==> src/rtl/lsu_pkg.sv <==
// Shared funct3 encodings, FSM state type and request legality check for the load/store unit.
// Comb-only helpers; no latency and no flow control live here.
package lsu_pkg;

    localparam logic [2:0] F3_B  = 3'b000;
    localparam logic [2:0] F3_H  = 3'b001;
    localparam logic [2:0] F3_W  = 3'b010;
    localparam logic [2:0] F3_BU = 3'b100;
    localparam logic [2:0] F3_HU = 3'b101;

    typedef enum logic [1:0] {
        ST_IDLE   = 2'd0,
        ST_ACCESS = 2'd1,
        ST_WRITE  = 2'd2,
        ST_DONE   = 2'd3
    } lsu_state_e;

    // Illegal encodings and misaligned halfword/word addresses both end as an error response.
    function automatic logic req_err(input logic we, input logic [2:0] f3, input logic [1:0] off);
        logic illegal;
        logic misaligned;
        if (we) begin
            illegal = f3[2] || (f3 == 3'b011);
        end else begin
            illegal = (f3 == 3'b011) || (f3 == 3'b110) || (f3 == 3'b111);
        end
        misaligned = ((f3[1:0] == 2'b01) && off[0]) || ((f3[1:0] == 2'b10) && (off != 2'b00));
        return illegal || misaligned;
    endfunction

endpackage

==> src/rtl/lsu_align.sv <==
// Lane extraction/extension for loads and lane merge for sub-word stores.
// Purely combinational: zero latency, no backpressure.
module lsu_align
    import lsu_pkg::*;
(
    input  logic [31:0] i_rdata,
    input  logic [1:0]  i_off,
    input  logic [2:0]  i_funct3,
    input  logic [31:0] i_wdata,
    output logic [31:0] o_load,
    output logic [31:0] o_merge
);

    logic [7:0]  byte_v;
    logic [15:0] half_v;

    always_comb begin
        case (i_off)
            2'd0:    byte_v = i_rdata[7:0];
            2'd1:    byte_v = i_rdata[15:8];
            2'd2:    byte_v = i_rdata[23:16];
            default: byte_v = i_rdata[31:24];
        endcase
        half_v = i_off[1] ? i_rdata[31:16] : i_rdata[15:0];

        case (i_funct3)
            F3_B:    o_load = {{24{byte_v[7]}}, byte_v};
            F3_BU:   o_load = {24'h0, byte_v};
            F3_H:    o_load = {{16{half_v[15]}}, half_v};
            F3_HU:   o_load = {16'h0, half_v};
            default: o_load = i_rdata;
        endcase
    end

    // Only the addressed lane is replaced; every other byte of the old word passes through.
    always_comb begin
        o_merge = i_rdata;
        case (i_funct3)
            F3_B: begin
                case (i_off)
                    2'd0:    o_merge[7:0]   = i_wdata[7:0];
                    2'd1:    o_merge[15:8]  = i_wdata[7:0];
                    2'd2:    o_merge[23:16] = i_wdata[7:0];
                    default: o_merge[31:24] = i_wdata[7:0];
                endcase
            end
            F3_H: begin
                if (i_off[1]) begin
                    o_merge[31:16] = i_wdata[15:0];
                end else begin
                    o_merge[15:0] = i_wdata[15:0];
                end
            end
            default: o_merge = i_wdata;
        endcase
    end

endmodule

==> src/rtl/lsu_ctrl.sv <==
// Load/store control: one request at a time, RMW for SB/SH since memory has no byte enables.
// Response 1 (err) / 2 (load, SW) / 3 (SB/SH) cycles after accept; ready only in IDLE, no rsp backpressure.
module lsu_ctrl
    import lsu_pkg::*;
(
    input  logic        i_clk,
    input  logic        i_reset,
    input  logic        i_req_valid,
    output logic        o_req_ready,
    input  logic        i_req_we,
    input  logic [2:0]  i_req_funct3,
    input  logic [31:0] i_req_addr,
    input  logic [31:0] i_req_wdata,
    output logic        o_rsp_valid,
    output logic [31:0] o_rsp_rdata,
    output logic        o_rsp_err,
    output logic [31:0] o_mem_addr,
    output logic [31:0] o_mem_wdata,
    output logic        o_mem_wren,
    input  logic [31:0] i_mem_rdata
);

    lsu_state_e  state_q, state_d;
    logic        we_q, we_d;
    logic [2:0]  f3_q, f3_d;
    logic [31:0] addr_q, addr_d;
    logic [31:0] wdata_q, wdata_d;
    logic        err_q, err_d;
    logic [31:0] data_q, data_d;

    logic [31:0] load_v;
    logic [31:0] merge_v;

    lsu_align u_align (
        .i_rdata  (i_mem_rdata),
        .i_off    (addr_q[1:0]),
        .i_funct3 (f3_q),
        .i_wdata  (wdata_q),
        .o_load   (load_v),
        .o_merge  (merge_v)
    );

    always_comb begin
        state_d = state_q;
        we_d    = we_q;
        f3_d    = f3_q;
        addr_d  = addr_q;
        wdata_d = wdata_q;
        err_d   = err_q;
        data_d  = data_q;
        case (state_q)
            ST_IDLE: begin
                if (i_req_valid) begin
                    we_d    = i_req_we;
                    f3_d    = i_req_funct3;
                    addr_d  = i_req_addr;
                    wdata_d = i_req_wdata;
                    data_d  = 32'h0;
                    err_d   = req_err(i_req_we, i_req_funct3, i_req_addr[1:0]);
                    state_d = err_d ? ST_DONE : ST_ACCESS;
                end
            end
            ST_ACCESS: begin
                if (we_q && (f3_q == F3_W)) begin
                    state_d = ST_DONE;
                end else if (we_q) begin
                    data_d  = merge_v;
                    state_d = ST_WRITE;
                end else begin
                    data_d  = load_v;
                    state_d = ST_DONE;
                end
            end
            ST_WRITE: state_d = ST_DONE;
            default: begin
                err_d   = 1'b0;
                state_d = ST_IDLE;
            end
        endcase
    end

    always_ff @(posedge i_clk) begin
        if (i_reset) begin
            state_q <= ST_IDLE;
            we_q    <= 1'b0;
            f3_q    <= 3'h0;
            addr_q  <= 32'h0;
            wdata_q <= 32'h0;
            err_q   <= 1'b0;
            data_q  <= 32'h0;
        end else begin
            state_q <= state_d;
            we_q    <= we_d;
            f3_q    <= f3_d;
            addr_q  <= addr_d;
            wdata_q <= wdata_d;
            err_q   <= err_d;
            data_q  <= data_d;
        end
    end

    logic access_sw;
    logic in_mem;
    assign access_sw = (state_q == ST_ACCESS) && we_q && (f3_q == F3_W);
    assign in_mem    = (state_q == ST_ACCESS) || (state_q == ST_WRITE);

    assign o_req_ready = (state_q == ST_IDLE);
    assign o_mem_addr  = in_mem ? {addr_q[31:2], 2'b00} : 32'h0;
    assign o_mem_wdata = access_sw ? wdata_q : ((state_q == ST_WRITE) ? data_q : 32'h0);
    // Gated by i_reset so a pending RMW write cannot land in the reset cycle.
    assign o_mem_wren  = !i_reset && (access_sw || (state_q == ST_WRITE));
    assign o_rsp_valid = (state_q == ST_DONE);
    assign o_rsp_err   = (state_q == ST_DONE) && err_q;
    assign o_rsp_rdata = ((state_q == ST_DONE) && !err_q && !we_q) ? data_q : 32'h0;

endmodule

==> config.mk <==
export PLATFORM = sky130hd
export DESIGN_NAME = lsu_ctrl
export DESIGN_NICKNAME = d
export VERILOG_FILES = /design/src/rtl/lsu_pkg.sv /design/src/rtl/lsu_align.sv /design/src/rtl/lsu_ctrl.sv
export SDC_FILE = /design/constraint.sdc
export NUM_CORES = 1
export LEC_CHECK = 0
export BUFFER_PORTS_ARGS = -buffer_cell sky130_fd_sc_hd__buf_2
export CAP_MARGIN = 20
export CORE_UTILIZATION = 25
export DETAILED_ROUTE_END_ITERATION = 8
export SLEW_MARGIN = 20
export SYNTH_ARGS = -nofsm -noshare
export SYNTH_HDL_FRONTEND = slang
export SYNTH_HIERARCHICAL = 1
export SYNTH_SLANG_ARGS = --single-unit
==> constraint.sdc <==
create_clock -name i_clk -period 2.31 [get_ports i_clk]
set_input_delay 0.231 -clock i_clk [delete_from_list [all_inputs] [get_ports i_clk]]
set_output_delay 0.231 -clock i_clk [all_outputs]
set_load 0.05 [all_outputs]
# == After elaboration in Yosys (flattened, before gate mapping) ==
# Cells that the tools add are included.
# totals
register_bits,103
input_bits,103
output_inout_bits,100
word_cells,81
# classes
n_eq_ne,16
n_mux,28
bitwise_logic,1
reduce_logical,29
# op_table
cell,count
2-to-1 mux 32 bit,7
case mux 32 bit (2 select lines),2
case mux 32 bit (4 select lines),1
2-to-1 mux 16 bit,3
2-to-1 mux 8 bit,4
case mux 8 bit (3 select lines),1
== test 3 bit (second input constant),4
logical AND 1 bit,9
== test 2 bit (second input constant),4
logical OR 1 bit,7
== test 2 x 1 -> 1 bit (second input constant),3
== test 3 x 2 -> 1 bit (second input constant),2
2-to-1 mux 1 bit,6
case mux 2 bit (3 select lines),1
zero test 2 bit,2
2-to-1 mux 2 bit,2
inequality test 2 bit (second input constant),2
AND reduction 2 bit,2
nonzero test 2 bit,2
== test 3 x 1 -> 1 bit (second input constant),1
zero test 1 bit,3
zero test 3 bit,1
AND reduction 3 bit,1
OR reduction 3 bit,1
3 further kinds,3

# == Longest topological paths before layout ==
# Gate-level depths: netlist (run 1).
# logic_depth
depth_word,10
mapped_depth,9
mapped_depth_nobuf,6

# == Hierarchy ==
# The synthesis (run 1) kept the hierarchy.
# by_module_without_submodules
mod,n_inst,cells_per_inst,area_each_um2,seq_area_each_um2
lsu_ctrl,1,681,5393.9,2062.0
lsu_align,1,242,1632.8,0.0

# == Least setup slack after synthesis (run 1) ==
# No wires, ideal clock.
# synth_path
kind,flip-flop to output port
start,register f3_q[1]
end,output o_mem_wdata[10]
arrival_time_ns,2.084
t_required_ns,2.079
path_slack_ns,-0.005
path_stages_with_launch,6
n_path_buf,2
path_cell_list,dfxtp_1 nor3b_1 and3_1 buf_4 buf_6 mux2i_1
# synth_between
elab_chain_len,3
# synth_lines
item,line,rtl
start: declaration,lsu_ctrl.sv:25,"logic [2:0] f3_q, f3_d;"
start signal: assignment,lsu_ctrl.sv:86,f3_q <= 3'h0;
start signal: assignment,lsu_ctrl.sv:94,f3_q <= f3_d;
== test 3 x 2 -> 1 bit,lsu_ctrl.sv:104,assign access_sw = (state_q == ST_ACCESS) && we_q && (f3_q == F3_W);
logical AND 1 bit,lsu_ctrl.sv:104,
2-to-1 mux 32 bit,lsu_ctrl.sv:109,assign o_mem_wdata = access_sw ? wdata_q : ((state_q == ST_WRITE) ? data_q : 32'h0);
end: declaration,lsu_ctrl.sv:18,"output logic [31:0] o_mem_wdata,"
# No other way between the ends.

# == Final worst setup path (run 1) ==
# layout_path
start,register state_q[1]
end,output o_mem_wdata[2]
# layout_between
elab_chain_len,4
word_cells_on_any_way,6
cone_classes,eq/ne: 2; mux: 2; reduce/logical: 2
# layout_lines
item,line,rtl
start: declaration,lsu_ctrl.sv:23,"lsu_state_e state_q, state_d;"
start signal: assignment,lsu_ctrl.sv:92,state_q <= state_d;
== test 2 x 1 -> 1 bit,lsu_ctrl.sv:104,
logical AND 1 bit (2 in series),lsu_ctrl.sv:104,
2-to-1 mux 32 bit (*),lsu_ctrl.sv:109,
# Every way passes the cells marked *; elsewhere a longest branch is shown, timed or not.

==> flow_summary_export.csv, run 1 <==
group,metric,value,unit
clocking,htree_levels,3,
power_and_ir_drop,ir_drop,0.4897,mV
sta,hold_viol_final,0,
route,postRouteAntennaNets,0,
critical_path,r2r-start,"addr_q[0]",
yosys,seq_area_frac_synth,0.2934,
sta,slew_headroom,0.4787,
route,routed_wirelength,25320,um
yosys,synth_commonest_cells,"nand2_1 (236), dfxtp_1 (103), a21oi_1 (77)",
power_and_ir_drop,p_leak,3.789,nW
yosys,synthDominantCellAreaShare,0.2934,
sta,final_max_slew_viol_count,0,
worst_hold_path,hold_path.class,"in -> reg",
route,drt_pass1_iterations,4,
yosys,synth.area.top_cells,"dfxtp_1 (29%), nand2_1 (13%), mux2i_1 (9.7%), mux2_2 (6.3%), and2_1 (5.8%)",
yosys,yosys.area.top_type,"dfxtp_1",
route,num_vias,6882,
critical_path,critPathMaxFanout,10,
critical_path,cp.required,2.08,ns
floorplanning,core,0.02771,sq mm
sta,rsz0062_at_grt,"yes",
layout,syn_to_final_growth,28.44,%
yosys,syn_inst,923,
yosys,syn-cell-area,0.007027,sq mm
sta,fmax,454.7,MHz
route,post_drt_via_cell_ratio,4.698,
floorplanning,die_area,0.02878,sq mm
outcome,status,"finished clean",
yosys,synth_most_common_cell,"nand2_1",
floorplanning,die_h,169.7,um
grt,grt_antenna_before_repair,3,
floorplanning,rows,61,
clocking,clk_pin_slew_worst_paths,0.07,ns
route,drt_iter0_drc,370,
clocking,clock-sinks,103,
yosys,yosys_register_bits,103,
yosys,yosys_warnings,6,
flow_run,max-cap-violations,0,
placement,io_buffer_count,200,
floorplanning,initial_core_util,0.2536,
route,drcViolationCount,0,
placement,dpl.hpwl,18250,um
floorplanning,fp.dieW,169.7,um
critical_path,crit_start,"state_q[1]",
critical_path,start_kind,"register",
clocking,cts-root-buf,"clkbuf_16",
clocking,cts_tree,"yes",
grt,grt_pass1_vias,6567,
grt,track_usage,0.1748,
layout,post-route-util,0.3257,
critical_path,crit_path_end_kind,"primary output",
grt,grt_pass1_wl,38380,um
critical_path,critical_path_class,"reg -> out",
route,routedWlPerCell,17.29,um
power_and_ir_drop,p_per_area,912.1,mW/mm^2
sta,tightest_slew,0.7819,ns
yosys,async_flop_share,0,
sta,setup_tns,0,ns
yosys,synth_edf_count,0,
layout,nNetsFinal,1189,
floorplanning,ios,203,
grt,grt_overflow,0,
layout,drive_above_1_share,0.2882,
worst_hold_path,min-delay-start,"i_req_addr[10]",
sta,min_period,2.199,ns
placement,gp_routability_congestion,0.9286,
critical_path,crit_arrival,1.97,ns
grt,grt_max_degree,69,
clocking,clock_latency,0.36,ns
yosys,syn_avg_cell_area,7.613,sq um
clocking,cts_buffer_depth,2,
sta,finalCritPeriodShare,0.9521,
yosys,synth-main-ff-cell,"dfxtp_1",
sta,setup_viol,0,
sta,clock_skew,0.005047,ns
clocking,ctsHoldBuffers,0,
clocking,cts_buffers,9,
yosys,ys_types,53,
[power breakdown]
group	switching (mW)	leakage [nW]	internal (mW)
clock	0.726	0.157	0.950
sequential	0.331	0.840	2.09
combinational	2.53	2.79	1.61
total	3.59	3.79	4.64
[cell type report]
type | instances | area, sq um
multi-input combinational | 702 | 4489
clock inverter | 6 | 83.83
timing repair buffer | 228 | 1546
tap | 378 | 473.0
clock buffer | 10 | 229.0
antenna | 1 | 2.502
fill | 2949 | 18680
sequential | 103 | 2062
inverter | 37 | 138.9
[flip-flops by register name, summed over array words and instances (netlist names)]
| register | cells |
|---|---|
| addr_q | 32 |
| data_q | 32 |
| wdata_q | 32 |
| f3_q | 3 |
| state_q | 2 |
| err_q | 1 |
| we_q | 1 |
[layout by cell type, fill, tap and decap left out, types with 18 or more instances in the layout]
| cell | synthesis | layout |
|---|---|---|
| nand2_1 | 236 | 236 |
| buf_2 | 18 | 163 |
| dfxtp_1 | 103 | 103 |
| a21oi_1 | 77 | 77 |
| and2_1 | 65 | 64 |
| mux2i_1 | 68 | 62 |
| buf_4 | 7 | 40 |
| mux2_2 | 39 | 39 |
| nand2b_1 | 36 | 36 |
| inv_1 | 36 | 35 |
| nor2_1 | 25 | 24 |
| nand3_1 | 20 | 20 |
| buf_12 | 0 | 18 |
[per-stage QoR]
stage	setup slack, ns	power [mW]	hold slack (ns)	instances	cell area, sq um
2_1_floorplan	-0.004799	5.442	0.3670	924	7034
3_3_place_gp	0.1805	6.509	0.4375	1446	8529
3_5_place_dp	0.2092	6.541	0.4437	1446	8529
4_1_cts	0.007346	8.257	0.09024	1462	8864
5_1_grt	0.01119	8.801	0.09258	1464	9022
6_report	0.1106	8.232	0.1058	1465	9025
[final timing paths]
| path | to | slack, ns | cells past startpoint |
|---|---|---|---|
| hold / removal | addr_q[10] | 0.11 | 3 |
| setup reg to reg | data_q[20] | 0.24 | 6 |
| setup / recovery | o_mem_wdata[2] | 0.11 | 6 |
| hold reg to reg | addr_q[19] | 0.45 | 2 |
[layer usage]
| layer | vias up | wire [um] | part of all wire | GRT usage |
|---|---|---|---|---|
| li1 | 3406 | - | - | - |
| met3 | 26 | 1798 | 0.071 | 0.04548 |
| met5 | - | 10 | 0.00039 | 0 |
| met2 | 238 | 12060 | 0.48 | 0.2924 |
| met4 | 2 | 417 | 0.016 | 0.04622 |
| met1 | 3210 | 11030 | 0.44 | 0.2211 |
[what timing repair did]
| action | in CTS | in global routing |
|---|---|---|
| cloned | 0 | 1 |
| buffers inserted | 0 | 1 |
| resized for setup | 6 | 55 |
| setup endpoints to repair | 56 | 90 |
[critical path: stages (launching register included)]
cell	delay, ns
dfxtp_1	0.36
inv_2	0.10
ha_2	0.20
and3_4	0.29
buf_12	0.19
mux2i_1	0.23
buf_4	0.23
[kinds of logic after synthesis]
group | synth area share
AOI/OAI and AO/OA | 0.1505
adders and majority gates | 0.008903
buffers and inverters | 0.07924
DFF | 0.2934
muxes | 0.1887
other | 0.0005337
and+or+nand+nor | 0.2787
(Power assumes the default switching activity.)
==> run 2, diff against run 1 <==
--- a/config.mk
+++ b/config.mk
@@ -7,8 +7,10 @@
 export LEC_CHECK = 0
 export BUFFER_PORTS_ARGS = -buffer_cell sky130_fd_sc_hd__buf_2
 export CAP_MARGIN = 20
-export CORE_UTILIZATION = 25
+export CORE_UTILIZATION = 53
 export DETAILED_ROUTE_END_ITERATION = 8
+export PLACE_DENSITY = 0.81
+export SKIP_CTS_REPAIR_TIMING = 1
 export SLEW_MARGIN = 20
 export SYNTH_ARGS = -nofsm -noshare
 export SYNTH_HDL_FRONTEND = slang
==> run 2 against run 1 <==
Compared with the run above:
- non-clock buffer count grew 2
- clock skew grew 0.0054 ns
- global-route usage grew 14 points
- first-iteration DRC count grew 41%
- combinational power shrank 3%
- critical path type unchanged
- largest cell class unchanged
- largest power group unchanged
==> flow_summary_export.csv, run 2 (synthesis results as in run 1) <==
group,metric,value,unit
outcome,status,"finished clean",
critical_path,crit_path_end_kind,"primary output",
layout,num_antenna_cells,0,
placement,dp_slack,0.2509,ns
layout,syn_to_final_growth,20.94,%
clocking,cts_buffer_depth,2,
placement,gp_routability_congestion,0.9441,
power_and_ir_drop,clockPowerShare,0.211,
layout,drive_above_1_share,0.2822,
power_and_ir_drop,p_comb_frac,0.496,
floorplanning,initial_core_util,0.5501,
sta,tightest_slew,0.7265,ns
critical_path,cpMaxStageDelayCell,"dfxtp_1",
sta,min_period,2.252,ns
power_and_ir_drop,switching_share,0.4340,
critical_path,crit_arrival,2.02,ns
route,drcViolationCount,0,
route,num_vias,6982,
floorplanning,ios,203,
route,routed_wirelength,21390,um
route,post_drt_via_cell_ratio,5.541,
power_and_ir_drop,p_per_area,951.4,mW/mm^2
route,drt_pass1_iterations,5,
floorplanning,fp.dieW,117.1,um
critical_path,critPathTopFamily,"buffers and inverters",
clocking,cts_tree,"yes",
sta,finalWorstSetupSlack,0.05840,ns
sta,finalCritPeriodShare,0.9747,
route,drt_iter0_drc,520,
worst_hold_path,hold_path.class,"in -> reg",
placement,io_buffer_count,200,
grt,track_usage,0.3153,
power_and_ir_drop,total_power,8.085,mW
clocking,clk_pin_slew_worst_paths,0.08,ns
layout,layout_common_cells,"nand2_1 (236), buf_2 (180), dfxtp_1 (103)",
sta,clock_skew,0.01041,ns
grt,grt_antenna_before_repair,0,
critical_path,cp.required,2.08,ns
critical_path,critPathMaxFanout,16,
grt,grt_max_degree,69,
power_and_ir_drop,ir_drop,1.025,mV
flow_run,max-cap-violations,0,
critical_path,max_stage_delay,0.36,ns
floorplanning,die_area,0.01372,sq mm
route,postRouteAntennaNets,0,
sta,hold_viol_final,0,
grt,grt_pass1_wl,32950,um
critical_path,critical_path_class,"reg -> out",
sta,slew_headroom,0.5147,
layout,nNetsFinal,1191,
clocking,clock_latency,0.36,ns
power_and_ir_drop,p_leak,3.735,nW
floorplanning,rows,41,
floorplanning,die_h,117.1,um
clocking,cts-root-buf,"clkbuf_16",
clocking,clock-sinks,103,
sta,fmax,444.1,MHz
grt,grt_overflow,0,
floorplanning,core,0.01277,sq mm
sta,setup_viol,0,
critical_path,start_kind,"register",
power_and_ir_drop,switching_power,3.509,mW
clocking,htree_levels,3,
route,routedWlPerCell,16.98,um
critical_path,path_cells,"inv_1, ha_1, and3_4, clkbuf_16, mux2i_1, buf_2",
grt,grt_pass1_vias,6452,
layout,top_regs,"addr_q x32, data_q x32, wdata_q x32",
power_and_ir_drop,p_int,4.576,mW
placement,dpl.hpwl,14990,um
power_and_ir_drop,seq_power_share,0.293,
clocking,cts_buffers,9,
sta,final_max_slew_viol_count,0,
critical_path,critPathBufInv,3,
layout,final_common_cell,"nand2_1",
[run 2: cell types whose count changed in the layout (fill, tap and decap cells not counted), sizes merged]
cell      before  now
inv           38   39
diode          1    0
clkinv         3    2
clkinvlp       0    1
clkbuf        17   26
buf          221  213
[run 2: path summary, 6_finish.rpt]
| path | start | to | slack, ns | cells after the start |
|---|---|---|---|---|
| worst max-delay path | state_q[1] | o_mem_wdata[2] | 0.06 | 6 |
| worst min-delay path | i_req_addr[14] | addr_q[14] | 0.1 | 3 |
| worst max register to register | f3_q[1] | data_q[18] | 0.22 | 8 |
| worst min register to register | addr_q[24] | addr_q[24] | 0.45 | 2 |
[run 2: area by class of cell]
class | instances | area, sq um
Multi-Input combinational cell | 702 | 4433
Fill cell | 1145 | 4275
Sequential cell | 103 | 2062
Timing Repair Buffer | 230 | 1319
Clock buffer | 9 | 225.2
Tap cell | 172 | 215.2
Inverter | 37 | 138.9
Clock inverter | 7 | 105.1
[run 2: layer usage]
layer	share of wire	wire (um)	vias to the layer above	global-route usage
met4	0.038	820	0	0.1274
met2	0.45	9655	330	0.5102
met5	0	0	-	0
li1	-	-	3408	-
met1	0.41	8875	3185	0.3905
met3	0.095	2043	59	0.09732
[run 2: stage by stage]
step	cell area [sq um]	TNS (ns)	instances	util	hold slack, ns
after floorplan	7034	-0.1283	924	-	0.3670
after global placement	8089	0	1243	0.6333	0.4369
after CTS	8419	0	1259	0.6591	0.08464
after detailed placement	8089	0	1243	0.6333	0.4418
final	8498	0	1260	0.6653	0.09784
after global routing	8498	-0.03543	1260	0.6653	0.09000
[run 2: power by group through the flow]
stage / sequential [mW] / clock [mW] / combinational, mW
finish: 2.37 / 1.71 / 4.01
global route: 2.41 / 1.81 / 4.37
CTS: 2.37 / 1.73 / 4.00
detailed placement: 2.41 / 0 / 3.98
global placement: 2.39 / 0 / 3.93
floorplan: 2.30 / 0 / 3.15
[run 2: worst min-delay path, cell delays in order]
cell and delay [ns]:
buf_2 0.09, nand2_1 0.04, a21oi_1 0.05
==> run 3, diff against run 2 <==
--- a/config.mk
+++ b/config.mk
@@ -8,7 +8,9 @@
 export BUFFER_PORTS_ARGS = -buffer_cell sky130_fd_sc_hd__buf_2
 export CAP_MARGIN = 20
 export CORE_UTILIZATION = 53
+export CTS_BUF_LIST = sky130_fd_sc_hd__clkbuf_8 sky130_fd_sc_hd__clkbuf_16
 export DETAILED_ROUTE_END_ITERATION = 8
+export GPL_TIMING_DRIVEN = 0
 export PLACE_DENSITY = 0.81
 export SKIP_CTS_REPAIR_TIMING = 1
 export SLEW_MARGIN = 20
==> run 3 against run 2 <==
Compared with the run above:
- global-route usage increased by 2.1 points
- first-iteration DRC count rose by 39%
- clock skew decreased by 0.0038 ns
- via count rose by 5.8%
- critical path depth increased by 1
- cell count increased by 4.2%
- setup slack got worse by 0.0050 ns
- largest cell class unchanged
- non-clock buffer count rose by 54
- maximum frequency shrank 0.22%
- combinational power is 6.7% higher
- total power rose by 1.8%
==> flow_summary_export.csv, run 3 (synthesis results as in run 1) <==
group,metric,value,unit
route,drt_pass1_iterations,5,
route,post_drt_via_cell_ratio,5.625,
critical_path,r2r_slack,0.05,ns
sta,rsz0062_at_grt,"yes",
clocking,clk_pin_slew_worst_paths,0.07,ns
critical_path,critPathBufInv,2,
power_and_ir_drop,p_leak,3.873,nW
critical_path,crit_path_end_kind,"register",
power_and_ir_drop,p_per_area,940.6,mW/mm^2
critical_path,critPathMaxFanout,10,
grt,grt_pass1_vias,6735,
layout,drive_above_1_share,0.2875,
critical_path,worst_path_most_repeated_cell,"clkbuf_1",
floorplanning,rows,41,
layout,syn_to_final_growth,24.59,%
flow_run,max-cap-violations,0,
route,drt_iter0_drc,725,
sta,tightest_slew,0.6532,ns
clocking,cts_buffer_depth,2,
sta,hold_ws,0.1100,ns
layout,num_antenna_cells,0,
sta,hold_viol_final,0,
layout,layout_common_cells,"nand2_1 (236), buf_2 (189), dfxtp_1 (101)",
grt,grt_max_degree,16,
sta,min_period,2.257,ns
sta,finalCritPeriodShare,0.9769,
critical_path,reg2reg_to,"data_q[7]",
grt,track_usage,0.3362,
outcome,status,"finished clean",
critical_path,path_cells,"clkbuf_1, clkbuf_1, o21bai_1, o311a_1, mux2_2, nand2_1, mux2i_1",
sta,fmax,443.1,MHz
floorplanning,die_h,117.1,um
critical_path,cp.required,2.55,ns
layout,top_regs,"addr_q x32, data_q x32, wdata_q x32",
critical_path,r2r-start,"f3_q[1]",
power_and_ir_drop,ir_drop,0.6050,mV
layout,nNetsFinal,1245,
placement,io_buffer_count,200,
sta,clock_skew,0.006616,ns
critical_path,critical_path_class,"reg -> reg",
worst_hold_path,min-delay-start,"i_req_addr[15]",
clocking,cts-root-buf,"clkbuf_16",
critical_path,start_kind,"register",
grt,grt_antenna_before_repair,0,
critical_path,cpMaxStageDelayCell,"clkbuf_1",
route,routed_wirelength,23070,um
clocking,cts_buffers,9,
route,postRouteAntennaNets,0,
critical_path,crit_arrival,2.50,ns
worst_hold_path,hold_end,"addr_q[15]",
sta,final_max_slew_viol_count,0,
worst_hold_path,holdPathStages,3,
placement,gp_routability_congestion,0.9755,
sta,slew_headroom,0.5645,
clocking,clock-sinks,103,
floorplanning,die_area,0.01372,sq mm
floorplanning,fp.dieW,117.1,um
layout,fillers,1129,
placement,dpl.hpwl,17210,um
grt,grt_pass1_wl,34910,um
clocking,clock_latency,0.35,ns
floorplanning,ios,203,
route,num_vias,7386,
layout,final_common_cell,"nand2_1",
critical_path,r2r_cells,7,
sta,setup_viol,0,
clocking,htree_levels,3,
clocking,cts_tree,"yes",
critical_path,critPathTopFamily,"buffers and inverters",
critical_path,max_stage_delay,0.57,ns
layout,post-route-util,0.6854,
route,drcViolationCount,0,
sta,setup_tns,0,ns
floorplanning,initial_core_util,0.5501,
worst_hold_path,hold_path.class,"in -> reg",
route,routedWlPerCell,17.57,um
grt,grt_overflow,0,
floorplanning,core,0.01277,sq mm
run 3: area by class of cell:
class | instances | area, sq um | area share
Timing Repair Buffer | 204 | 1111 | 0.1269
Clock buffer | 11 | 252.7 | 0.02887
Sequential cell | 103 | 2067 | 0.2361
Clock inverter | 4 | 46.29 | 0.005288
Tap cell | 172 | 215.2 | 0.02458
Inverter | 37 | 138.9 | 0.01586
Buffer | 80 | 457.9 | 0.05231
Multi-Input combinational cell | 702 | 4466 | 0.5101
run 3: worst max-delay path by stage:
stage               slack (ns)       start  depth (start not counted)               to
global route             -0.02  state_q[1]                          7  o_mem_wdata[25]
detailed placement       -0.05     f3_q[1]                          7        data_q[7]
floorplan               -0.005     f3_q[1]                          5  o_mem_wdata[10]
CTS                      -0.36  state_q[1]                          5  o_rsp_rdata[30]
global placement         -0.46  state_q[1]                          5  o_rsp_rdata[29]
finish                    0.05     f3_q[1]                          7        data_q[7]
run 3: worst min-delay path: stages:
cell,delay [ns]
buf_2,0.09
nand2_1,0.04
a21oi_1,0.05
run 3: through the flow:
step | setup WS [ns] | cell area [sq um] | power, mW | instances
4_1_cts | -0.3600 | 8554 | 8.110 | 1311
5_1_grt | -0.01860 | 8755 | 8.682 | 1313
6_report | 0.05336 | 8755 | 8.235 | 1313
3_5_place_dp | -0.04728 | 8255 | 6.546 | 1296
2_1_floorplan | -0.004799 | 7034 | 5.442 | 924
3_3_place_gp | -0.4570 | 8250 | 6.495 | 1296
run 3: routing by layer:
layer  up-vias  GRT usage  routed length [um]
li1       3518          -                   -
met1      3402     0.4258                9627
met2       410     0.5435               10550
met3        56    0.08187                2117
met4         0     0.1468                 780
met5         -          0                   0
run 3: where the power goes:
| part | total, mW | internal (mW) | switching, mW |
|---|---|---|---|
| logic | 4.28 | 1.63 | 2.65 |
| registers | 2.41 | 2.09 | 0.319 |
| clock network | 1.55 | 0.890 | 0.659 |
